## src/rtl/tamagotchi_pkg.sv

```systemverilog
// Controller state encoding for the tamagotchi. The state controller and the
// vital-signs tracker both import this package.
package tamagotchi_pkg;

  typedef enum logic [3:0] {
    IDLE       = 4'd0,
    DORMINDO   = 4'd1,
    COMENDO    = 4'd2,
    DANDO_AULA = 4'd3,
    MORTO      = 4'd4
  } estado_t;

  localparam int ESTADO_W = 4;

endpackage

```

## src/rtl/vitais_tamagotchi_gerador_tick.sv

```systemverilog
// Game-tick prescaler: counts 0..TICK_DIV-1 and wraps, asserting tick while
// the count sits at its last value.
module gerador_tick #(
  parameter int TICK_DIV = 50_000_000
) (
  input  logic clk,
  input  logic rst_n,
  output logic tick
);

  localparam int CNT_W = (TICK_DIV > 1) ? $clog2(TICK_DIV) : 1;
  localparam logic [CNT_W-1:0] LAST = CNT_W'(TICK_DIV - 1);

  logic [CNT_W-1:0] count;

  always_ff @(posedge clk or negedge rst_n) begin
    if (!rst_n) begin
      count <= '0;
    end else if (count == LAST) begin
      count <= '0;
    end else begin
      count <= count + CNT_W'(1);
    end
  end

  assign tick = (count == LAST);

endmodule

```

## src/rtl/vitais_tamagotchi.sv

```systemverilog
// Vital-signs tracker: energia/saciedade/humor updated once per game tick.
// Optional macro VITAIS_GRACE_EN tolerates GRACE_TICKS consecutive zero ticks.
module vitais_tamagotchi
  import tamagotchi_pkg::*;
#(
  parameter int TICK_DIV    = 50_000_000,
  parameter int NIVEL_W     = 7,
  parameter int MAX_NIVEL   = 100,
  parameter int GANHO       = 5,
  parameter int LIMIAR      = 20,
  parameter int GRACE_TICKS = 3
) (
  input  logic               clk,
  input  logic               rst_n,
  input  logic [3:0]         estado,
  output logic [NIVEL_W-1:0] energia,
  output logic [NIVEL_W-1:0] saciedade,
  output logic [NIVEL_W-1:0] humor,
  output logic               alerta,
  output logic               morreu,
  output logic               tick
);

  localparam int ARITH_W = NIVEL_W + 2;
  localparam logic signed [ARITH_W-1:0] MAX_S  = ARITH_W'(MAX_NIVEL);
  localparam logic signed [ARITH_W-1:0] GANHO_S = ARITH_W'(GANHO);
  localparam logic signed [ARITH_W-1:0] MENOS1 = -ARITH_W'(1);
  localparam logic signed [ARITH_W-1:0] MENOS2 = -ARITH_W'(2);
  localparam logic signed [ARITH_W-1:0] MAIS1  = ARITH_W'(1);
  localparam logic signed [ARITH_W-1:0] ZERO_S = '0;
  localparam logic [NIVEL_W-1:0] MAX_U    = NIVEL_W'(MAX_NIVEL);
  localparam logic [NIVEL_W-1:0] LIMIAR_U = NIVEL_W'(LIMIAR);

  if (TICK_DIV < 2) begin : g_bad_div
    $error("TICK_DIV must be >= 2");
  end
  if (MAX_NIVEL >= (1 << NIVEL_W)) begin : g_bad_max
    $error("MAX_NIVEL must fit in NIVEL_W bits");
  end
  if (GRACE_TICKS < 1) begin : g_bad_grace
    $error("GRACE_TICKS must be >= 1");
  end

  // Saturate a widened level delta back into [0, MAX_NIVEL].
  function automatic logic [NIVEL_W-1:0] clamp(input logic signed [ARITH_W-1:0] v);
    if (v < ZERO_S) return '0;
    if (v > MAX_S)  return MAX_U;
    return v[NIVEL_W-1:0];
  endfunction

  gerador_tick #(
    .TICK_DIV (TICK_DIV)
  ) u_gerador_tick (
    .clk   (clk),
    .rst_n (rst_n),
    .tick  (tick)
  );

  logic signed [ARITH_W-1:0] d_energia, d_saciedade, d_humor;
  logic [NIVEL_W-1:0] energia_nxt, saciedade_nxt, humor_nxt;
  logic frozen, any_zero, any_low, morreu_nxt, alerta_nxt;

  always_comb begin
    d_energia   = MENOS1;
    d_saciedade = MENOS1;
    d_humor     = MENOS1;
    case (estado)
      DORMINDO: begin
        d_energia   = GANHO_S;
        d_saciedade = MENOS1;
        d_humor     = ZERO_S;
      end
      COMENDO: begin
        d_energia   = MENOS1;
        d_saciedade = GANHO_S;
        d_humor     = MAIS1;
      end
      DANDO_AULA: begin
        d_energia   = MENOS2;
        d_saciedade = MENOS2;
        d_humor     = GANHO_S;
      end
      default: ;
    endcase
  end

  assign frozen = morreu | (estado == MORTO);

  always_comb begin
    energia_nxt   = energia;
    saciedade_nxt = saciedade;
    humor_nxt     = humor;
    if (!frozen) begin
      energia_nxt   = clamp($signed({2'b00, energia})   + d_energia);
      saciedade_nxt = clamp($signed({2'b00, saciedade}) + d_saciedade);
      humor_nxt     = clamp($signed({2'b00, humor})     + d_humor);
    end
  end

  assign any_zero = (energia_nxt == '0) | (saciedade_nxt == '0) | (humor_nxt == '0);
  assign any_low  = (energia_nxt < LIMIAR_U) | (saciedade_nxt < LIMIAR_U) |
                    (humor_nxt < LIMIAR_U);

`ifdef VITAIS_GRACE_EN
  localparam int ZC_W = (GRACE_TICKS > 0) ? $clog2(GRACE_TICKS + 1) : 1;
  localparam logic [ZC_W-1:0] GRACE_U = ZC_W'(GRACE_TICKS);

  logic [ZC_W-1:0] zero_cnt, zero_cnt_nxt;

  // A frozen tick (MORTO or already dead) neither advances nor clears the streak.
  always_comb begin
    zero_cnt_nxt = zero_cnt;
    if (!frozen) begin
      if (!any_zero)               zero_cnt_nxt = '0;
      else if (zero_cnt < GRACE_U) zero_cnt_nxt = zero_cnt + ZC_W'(1);
    end
  end

  always_ff @(posedge clk or negedge rst_n) begin
    if (!rst_n) begin
      zero_cnt <= '0;
    end else if (tick) begin
      zero_cnt <= zero_cnt_nxt;
    end
  end

  assign morreu_nxt = morreu | (!frozen & (zero_cnt_nxt == GRACE_U));
`else
  assign morreu_nxt = morreu | (!frozen & any_zero);
`endif

  assign alerta_nxt = any_low & ~morreu_nxt;

  always_ff @(posedge clk or negedge rst_n) begin
    if (!rst_n) begin
      energia   <= MAX_U;
      saciedade <= MAX_U;
      humor     <= MAX_U;
      alerta    <= 1'b0;
      morreu    <= 1'b0;
    end else if (tick) begin
      energia   <= energia_nxt;
      saciedade <= saciedade_nxt;
      humor     <= humor_nxt;
      alerta    <= alerta_nxt;
      morreu    <= morreu_nxt;
    end
  end

endmodule

```

## config.mk

```make
export PLATFORM = sky130hd
export DESIGN_NAME = vitais_tamagotchi
export DESIGN_NICKNAME = d
export VERILOG_FILES = /design/src/rtl/tamagotchi_pkg.sv /design/src/rtl/vitais_tamagotchi_gerador_tick.sv /design/src/rtl/vitais_tamagotchi.sv
export SDC_FILE = /design/constraint.sdc
export NUM_CORES = 1
export LEC_CHECK = 0
export ABC_AREA = 1
export CAP_MARGIN = 20
export CELL_PAD_IN_SITES_DETAIL_PLACEMENT = 1
export CELL_PAD_IN_SITES_GLOBAL_PLACEMENT = 1
export CORE_ASPECT_RATIO = 2
export CORE_MARGIN = 2
export CORE_UTILIZATION = 39
export DETAILED_ROUTE_END_ITERATION = 10
export PLACE_DENSITY = 0.79
export SETUP_SLACK_MARGIN = 0.5
export SLEW_MARGIN = 20
export SYNTH_ARGS = -nofsm -noshare
export SYNTH_HDL_FRONTEND = slang
export SYNTH_SLANG_ARGS = --single-unit
```

## constraint.sdc

```tcl
create_clock -name clk -period 2.7 [get_ports clk]
set_clock_uncertainty 0.2 [all_clocks]
set_input_delay 0.54 -clock clk [delete_from_list [all_inputs] [get_ports clk]]
set_output_delay 0.54 -clock clk [all_outputs]
set_load 0.03 [all_outputs]
```

==> results of run 1 <==
[repair_timing]
| action | 4_1_cts | 5_1_grt |
|---|---|---|
| buffers inserted | 54 | 28 |
| endpoints found under the setup margin | 53 | 46 |
| gates cloned | 0 | 2 |
| resized for setup | 148 | 83 |
| pin swaps | 47 | 48 |
[synth_stat cells (2+ instances only)]
master / count / area (µm²)
nand4_1: 21 / 131
inv_1: 64 / 240
o21ai_1: 6 / 30.0
nand3_1: 37 / 185
xor2_1: 13 / 114
fa_1: 2 / 40.0
a22oi_1: 3 / 22.5
nor2_1: 59 / 221
a31oi_1: 11 / 68.8
nand2_2: 14 / 87.6
nand2_1: 128 / 480
buf_1: 2 / 7.51
nand3b_1: 4 / 30.0
nand3_2: 9 / 90.1
nor2_4: 3 / 33.8
dfrtp_1: 40 / 1000
a21oi_1: 16 / 80.1
nor2_2: 7 / 43.8
o21bai_1: 3 / 22.5
nor3_1: 5 / 25.0
nor4_1: 4 / 25.0
o211ai_1: 2 / 15.0
inv_2: 8 / 30.0
o21ai_0: 22 / 110
clkbuf_1: 3 / 11.3
clkinv_1: 3 / 11.3
dfstp_2: 9 / 236
ha_1: 18 / 225
nand2_4: 4 / 45.0
xnor2_1: 4 / 35.0
[layout make-up]
class / count / area [µm²]
Timing Repair inverter: 1 / 7.51
Clock buffer: 6 / 129
Fill cell: 1144 / 3020
Sequential cell: 49 / 1240
Clock inverter: 2 / 38.8
Multi-Input combinational cell: 411 / 3030
Timing Repair Buffer: 219 / 1830
Tap cell: 132 / 165
Inverter: 75 / 299
[final timing paths]
| check | to | start |
|---|---|---|
| min | u_gerador_tick.count[21]$_DFF_PN0_ | rst_n |
| max in group asynchronous | humor[2]$_DFFE_PN1P_ | rst_n |
| max reg2reg | alerta$_DFFE_PN0P_ | energia[0]$_DFFE_PN0P_ |
| min in group clk | u_gerador_tick.count[14]$_DFF_PN0_ | u_gerador_tick.count[14]$_DFF_PN0_ |
| min reg2reg | u_gerador_tick.count[14]$_DFF_PN0_ | u_gerador_tick.count[14]$_DFF_PN0_ |
| max | alerta$_DFFE_PN0P_ | estado[2] |
[registers in the layout, indices dropped and copies added, names as in the netlist]
signal / cells
morreu: 1
alerta: 1
humor: 7
u_gerador_tick.count: 26
energia: 7
saciedade: 7
[cells by family (layout without fill, tap and decap cells)]
family                     Yosys count  in the layout  synth area share (%)
buffers and inverters               82            303                  8.09
adders and majority gates           20             20                  6.78
AOI/OAI and AO/OA                   67             67                  10.2
xor gates and xnor gates            19             19                  4.64
and+or+nand+nor                    305            305                  38.7
DFF                                 49             49                  31.6
[per-stage QoR]
| stage | hold slack [ns] | std cells |
|---|---|---|
| after CTS | 0.0902 | 865 |
| after global routing | 0.109 | 895 |
| final | 0.0829 | 895 |
| after floorplan | 0.0444 | 542 |
| after detailed placement | 0.292 | 803 |
| after global placement | 0.251 | 803 |
[layer usage]
layer  part of all wire, %  up-vias
li1                      -     2224
met1                    33     2730
met2                    48      458
met3                   8.8      220
met4                    10        0
met5                     0        -
[report_power, final]
| group | total, µW | switching (µW) | leakage, µW | internal (µW) |
|---|---|---|---|---|
| combinational | 301 | 187 | 0.00249 | 115 |
| clock | 807 | 365 | 0.0000810 | 442 |
| sequential | 734 | 0 | 0.000561 | 734 |
| total | 1840 | 551 | 0.00313 | 1290 |
==> results.yml, run 1 <==
synthesis:
  syn_inst: 542
  avgSynthCellArea_um2: 7.22
  synthArstFlopShare_pct: 100
  ys_ff_latch: 49
  ys.warnings.count: 0
  synth-main-ff-cell: "dfrtp_1"
  seq_area_frac_synth_pct: 31.6
  synth.distinct_cells: 48
  synth-edff-count: 0
  synth_area_mm2: 0.00391
  syn_nets: 568
timing:
  max_freq_mhz: 236
  period_minus_slack_ns: 4.23
  slew_violations: 0
  rsz0062_at_grt: "yes"
  hold_violations: 0
  postLayoutSetupSlackWorst_ns: -1.53
  fin_crit_sh_pct: 157
  tns_ns: -15.89
  setup_violations: 29
  worst_slew_pin_slew_ns: 0.759
  slew_headroom_pct: 49.4
global_route:
  antenna_found_initial: 1
  grt_start_max_net_pins: 27
  grt.met3_usage_pct: 4.16
  grtUsageTotal_pct: 35.8
  use_met1_pct: 38.7
  grt_use_met2_pct: 62.3
  first_global_vias: 5508
  grt-busiest-layer: "met2"
  grt_pass1_wl_um: 29400
  grt_overflow: 0
placed_design:
  io_buffers: 29
  hpwl_um: 10500
  dp_slack_ns: -1.43
  gp_congestion: 0.868
  post_dp_cell_area_mm2: 0.00519
layout:
  num-nets-final: 788
  utilization_pct: 69.1
  final_cell_mix: "158 x buf_4, 106 x nand2_1, 57 x inv_1"
  layout_commonest_cell: "buf_4"
  drive_gt1_share_pct: 49.8
  syn_to_final_growth_pct: 72.3
  n_antenna_cell: 0
  postLayoutCellArea_mm2: 0.00674
setup_path:
  critical_path.top_delay_family: "simple AND/OR/NAND/NOR gates"
  required_ns: 2.70
  startpoint_type: "primary input"
  crit_chain: "buf_8 -> nor2_4 -> buf_4 -> nand3_4 -> ha_4 -> fa_2 -> o21ai_2 -> nand2_1 -> nand2_1 -> nand2_1 -> nand2_2 -> nand3_2 -> nand2_1 -> nand4_1 -> nand4_1 -> nand2_1 -> nor2_1 -> nand3_1 -> nand2_2 -> clkinv_2 -> o21ai_2 -> nand2_1 -> nand2_1 -> nand2_1"
  crit_path_max_fanout: 5
  worstSetupPathDepth: 24
  cp_slowest_cell: "nor2_1"
  crit_path_end_kind: "flip-flop"
  reg2reg_slack_ns: -1.12
  crit_buf_inv: 3
  cpPeakStageDelay_ns: 0.46
  worstRegToRegCells: 20
  worstPathArrival_ns: 4.23
  critPathMostFrequentCell: "nand2_1"
  crit_type: "primary input to flip-flop"
clock_network:
  clk_pin_slew_ns: 0.08
  clock_path_buffers: 2
  cts_buffers: 5
  cts_tree: "done"
  root_buffer: "clkbuf_16"
  clk_latency_ns: 0.32
  cts_sinks: 49
  htreeDepth: 2
  cts_hold_buffers: 0
die:
  io_pins: 30
  die_h_um: 146
  start_util_pct: 40.1
  die_area_mm2: 0.0109
  core_area_mm2: 0.00976
  num_rows: 51
  die_w_um: 74.8
detailed_routing:
  drt_iter0_markers: 564
  avgRoutedWirePerCell_um: 29.8
  wirelength_um: 26700
  vias_per_cell: 6.29
  dr.pass1.iters: 5
  ant_nets: 0
  drcViolationCount: 0
  num_vias: 5632
pwr:
  power.leakage_uw: 0.00313
  ir_worst_vdd_uv: 520
  power_uw: 1840
  power_density_mw_per_mm2: 273
run_status:
  violations: "negative setup slack"
  status: "complete, but fails checks"
flow_run:
  drv_cap: 0
worst_hold_path:
  hp-class: "primary input to asynchronous set/reset pin"
Note: power is estimated with default switching activity, not from simulation.
==> inputs of run 2 (changes only) <==
- CORE_UTILIZATION: 39 -> 45
- CTS_CLUSTER_SIZE: unset -> 40
- PLACE_DENSITY: 0.79 -> 0.87
- SYNTH_HIERARCHICAL: unset -> 1
- clock period: 2.7 -> 5.4 ns (I/O delays scaled with it)
==> results.yml, run 2 <==
clock_network:
  root_buffer: "clkbuf_16"
  clock_path_buffers: 2
  cts_sinks: 49
  clk_pin_slew_ns: 0.07
  cts_hold_buffers: 0
  cts_buffers: 5
  clk_latency_ns: 0.30
  cts_tree: "done"
  htreeDepth: 2
layout:
  n_antenna_cell: 0
  largest_reg_flops: 26
  num-nets-final: 727
  final_cell_mix: "214 x nand2_1, 91 x inv_1, 91 x nor2_1"
  syn_to_final_growth_pct: 13.7
  largest-register: "u_gerador_tick/count"
  drive_gt1_share_pct: 9.57
  layout_commonest_cell: "nand2_1"
  postLayoutCellArea_mm2: 0.00483
  utilization_pct: 52.2
synthesis:
  yosysMostFrequentCell: "nand2_1"
  ys.warnings.count: 6
  synth-simple-area-share_pct: 43.3
  syn_nets: 694
  syn_inst: 666
  synth.distinct_cells: 40
  synth_compound_area_share_pct: 7.42
  synth-edff-count: 0
  synth.top_cell.area_share_pct: 23.6
  synth-main-ff-cell: "dfrtp_1"
  ys_ff_latch: 49
  synthXorXnorAreaFrac_pct: 3.71
  avgSynthCellArea_um2: 6.38
  yosys.area.top_type: "dfrtp_1"
  netlist_top_cells_count: "214 x nand2_1, 92 x nor2_1, 91 x inv_1"
  synthArstFlopShare_pct: 100
  synth_top_family_by_area: "simple AND/OR/NAND/NOR gates"
  synthAdderAreaFrac_pct: 6.83
  synth_area_mm2: 0.00425
  synthTopCellsByArea: "dfrtp_1 24%, nand2_1 19%, nor2_1 8.1%"
  synth.area.mux_share_pct: 0
  seq_area_frac_synth_pct: 29.1
pwr:
  power_density_mw_per_mm2: 160
  ir_worst_vdd_uv: 212
  power.leakage_uw: 0.00242
setup_path:
  cpPeakStageDelay_ns: 0.50
  crit_type: "primary input to flip-flop"
  required_ns: 5.40
  worstSetupPathDepth: 24
  worstRegToRegCells: 21
  r2r_start: "energia[0]$_DFFE_PN0P_"
  worstPathArrival_ns: 4.62
  r2r-end: "alerta$_DFFE_PN0P_"
  crit_path_max_fanout: 5
  critical_path.top_delay_family: "simple AND/OR/NAND/NOR gates"
  reg2reg_slack_ns: 2.20
  cp_slowest_cell: "clkdlybuf4s50_1"
  startpoint: "estado[2]"
  crit_chain: "clkdlybuf4s50_1 -> nor2_4 -> buf_12 -> nand3_1 -> ha_1 -> inv_1 -> fa_1 -> inv_1 -> nand3_1 -> nand3_1 -> a21oi_1 -> inv_1 -> nand2_1 -> nand3_1 -> inv_1 -> nand3_1 -> o21ai_0 -> nor2_1 -> nand2_1 -> nor2_1 -> nor2_1 -> nand2_1 -> nand3_1 -> nand2_1"
  startpoint_type: "primary input"
  crit_path_end_kind: "flip-flop"
  critPathMostFrequentCell: "nand3_1"
  crit_buf_inv: 6
  crit_path_end: "morreu$_DFFE_PN0P_"
run_status:
  status: "finished, final reports clean"
timing:
  slew_violations: 0
  setup_violations: 0
  period_minus_slack_ns: 4.63
  worst_slew_pin_slew_ns: 0.650
  slew_headroom_pct: 56.7
  hold_violations: 0
  rsz0062_at_grt: "no"
  tns_ns: 0
  max_freq_mhz: 216
  fin_crit_sh_pct: 85.7
die:
  die_h_um: 141
  num_rows: 50
  die_area_mm2: 0.0103
  die_w_um: 72.7
  io_pins: 30
  core_area_mm2: 0.00926
  start_util_pct: 45.9
detailed_routing:
  vias_per_cell: 5.46
  ant_nets: 0
  num_vias: 4391
  dr.pass1.iters: 4
  drt_iter0_markers: 121
  wirelength_um: 13300
  avgRoutedWirePerCell_um: 16.5
  drcViolationCount: 0
placed_design:
  gp_congestion: 0.919
  post_dp_cell_area_mm2: 0.00465
  hpwl_um: 10600
  io_buffers: 29
global_route:
  grtUsageTotal_pct: 27.5
  first_global_vias: 4890
  antenna_found_initial: 0
  grt_overflow: 0
  grt_pass1_wl_um: 22100
  grt_start_max_net_pins: 50
worst_hold_path:
  hp-class: "flip-flop to flip-flop"
flow_run:
  drv_cap: 0
[run 2: where the power goes]
| group | total (µW) | internal, µW | switching (µW) | leakage (µW) |
|---|---|---|---|---|
| registers | 367 | 367 | 0 | 0.000566 |
| clock network | 325 | 173 | 152 | 0.0000702 |
| logic | 81.1 | 25.7 | 55.4 | 0.00179 |
[run 2: how the worst min path moves through the flow]
| stage | start | endpoint | slack (ns) | cells after the start |
|---|---|---|---|---|
| after floorplan | u_gerador_tick/count[22]$_DFF_PN0_ | u_gerador_tick/count[22]$_DFF_PN0_ | 0.30 | 2 |
| after global placement | alerta$_DFFE_PN0P_ | alerta$_DFFE_PN0P_ | 0.31 | 2 |
| after detailed placement | energia[6]$_DFFE_PN1P_ | energia[6]$_DFFE_PN1P_ | 0.32 | 2 |
| after CTS | energia[6]$_DFFE_PN1P_ | energia[6]$_DFFE_PN1P_ | 0.33 | 2 |
| after global routing | humor[2]$_DFFE_PN1P_ | humor[2]$_DFFE_PN1P_ | 0.35 | 2 |
| final | alerta$_DFFE_PN0P_ | alerta$_DFFE_PN0P_ | 0.32 | 2 |
[run 2: through the flow]
step | setup slack [ns] | total power [µW] | instances | hold WS, ns
after floorplan | 1.64 | 426 | 666 | 0.299
after global routing | 0.480 | 803 | 804 | 0.354
after CTS | 0.786 | 776 | 802 | 0.333
final | 0.774 | 773 | 804 | 0.322
after global placement | 0.602 | 449 | 794 | 0.305
after detailed placement | 0.481 | 452 | 794 | 0.321
[run 2: area by class of cell]
type / count / area [µm²]
Clock buffer: 5 / 125
Clock inverter: 3 / 21.3
Multi-Input combinational cell: 511 / 2620
Timing Repair Buffer: 33 / 328
Fill cell: 1297 / 4430
Sequential cell: 49 / 1240
Inverter: 99 / 373
Tap cell: 104 / 130
[run 2: cells by family (layout without fill, tap and decap cells)]
kind of cell             Yosys count  after routing
AO/OA/AOI/OAI                     54             54
adder cells (fa/ha/maj)           22             22
buffers and inverters            106            140
flip-flops                        49             49
XOR/XNOR                          18             18
AND/OR/NAND/NOR                  417            417
[run 2: timing repair]
item | CTS | global route
resized for setup | 0 | 2
endpoints found under the setup margin | 0 | 2
buffers inserted | 0 | 2
[run 2: metal layers]
metal / share of wire (%) / track usage (%) / vias to the layer above / wire length, µm
met5: 0 / 0 / - / 0
met3: 1.7 / 3.48 / 48 / 226
li1: - / - / 2154 / -
met4: 5.0 / 14.6 / 0 / 669
met1: 35 / 25.6 / 2115 / 4610
met2: 58 / 54.3 / 74 / 7750
[run 2: worst min-delay path, delay by kind of cell, from the launching register on]
family,cells,cell delay [ns]
flip-flops,1,0.37
AND/OR/NAND/NOR,2,0.12
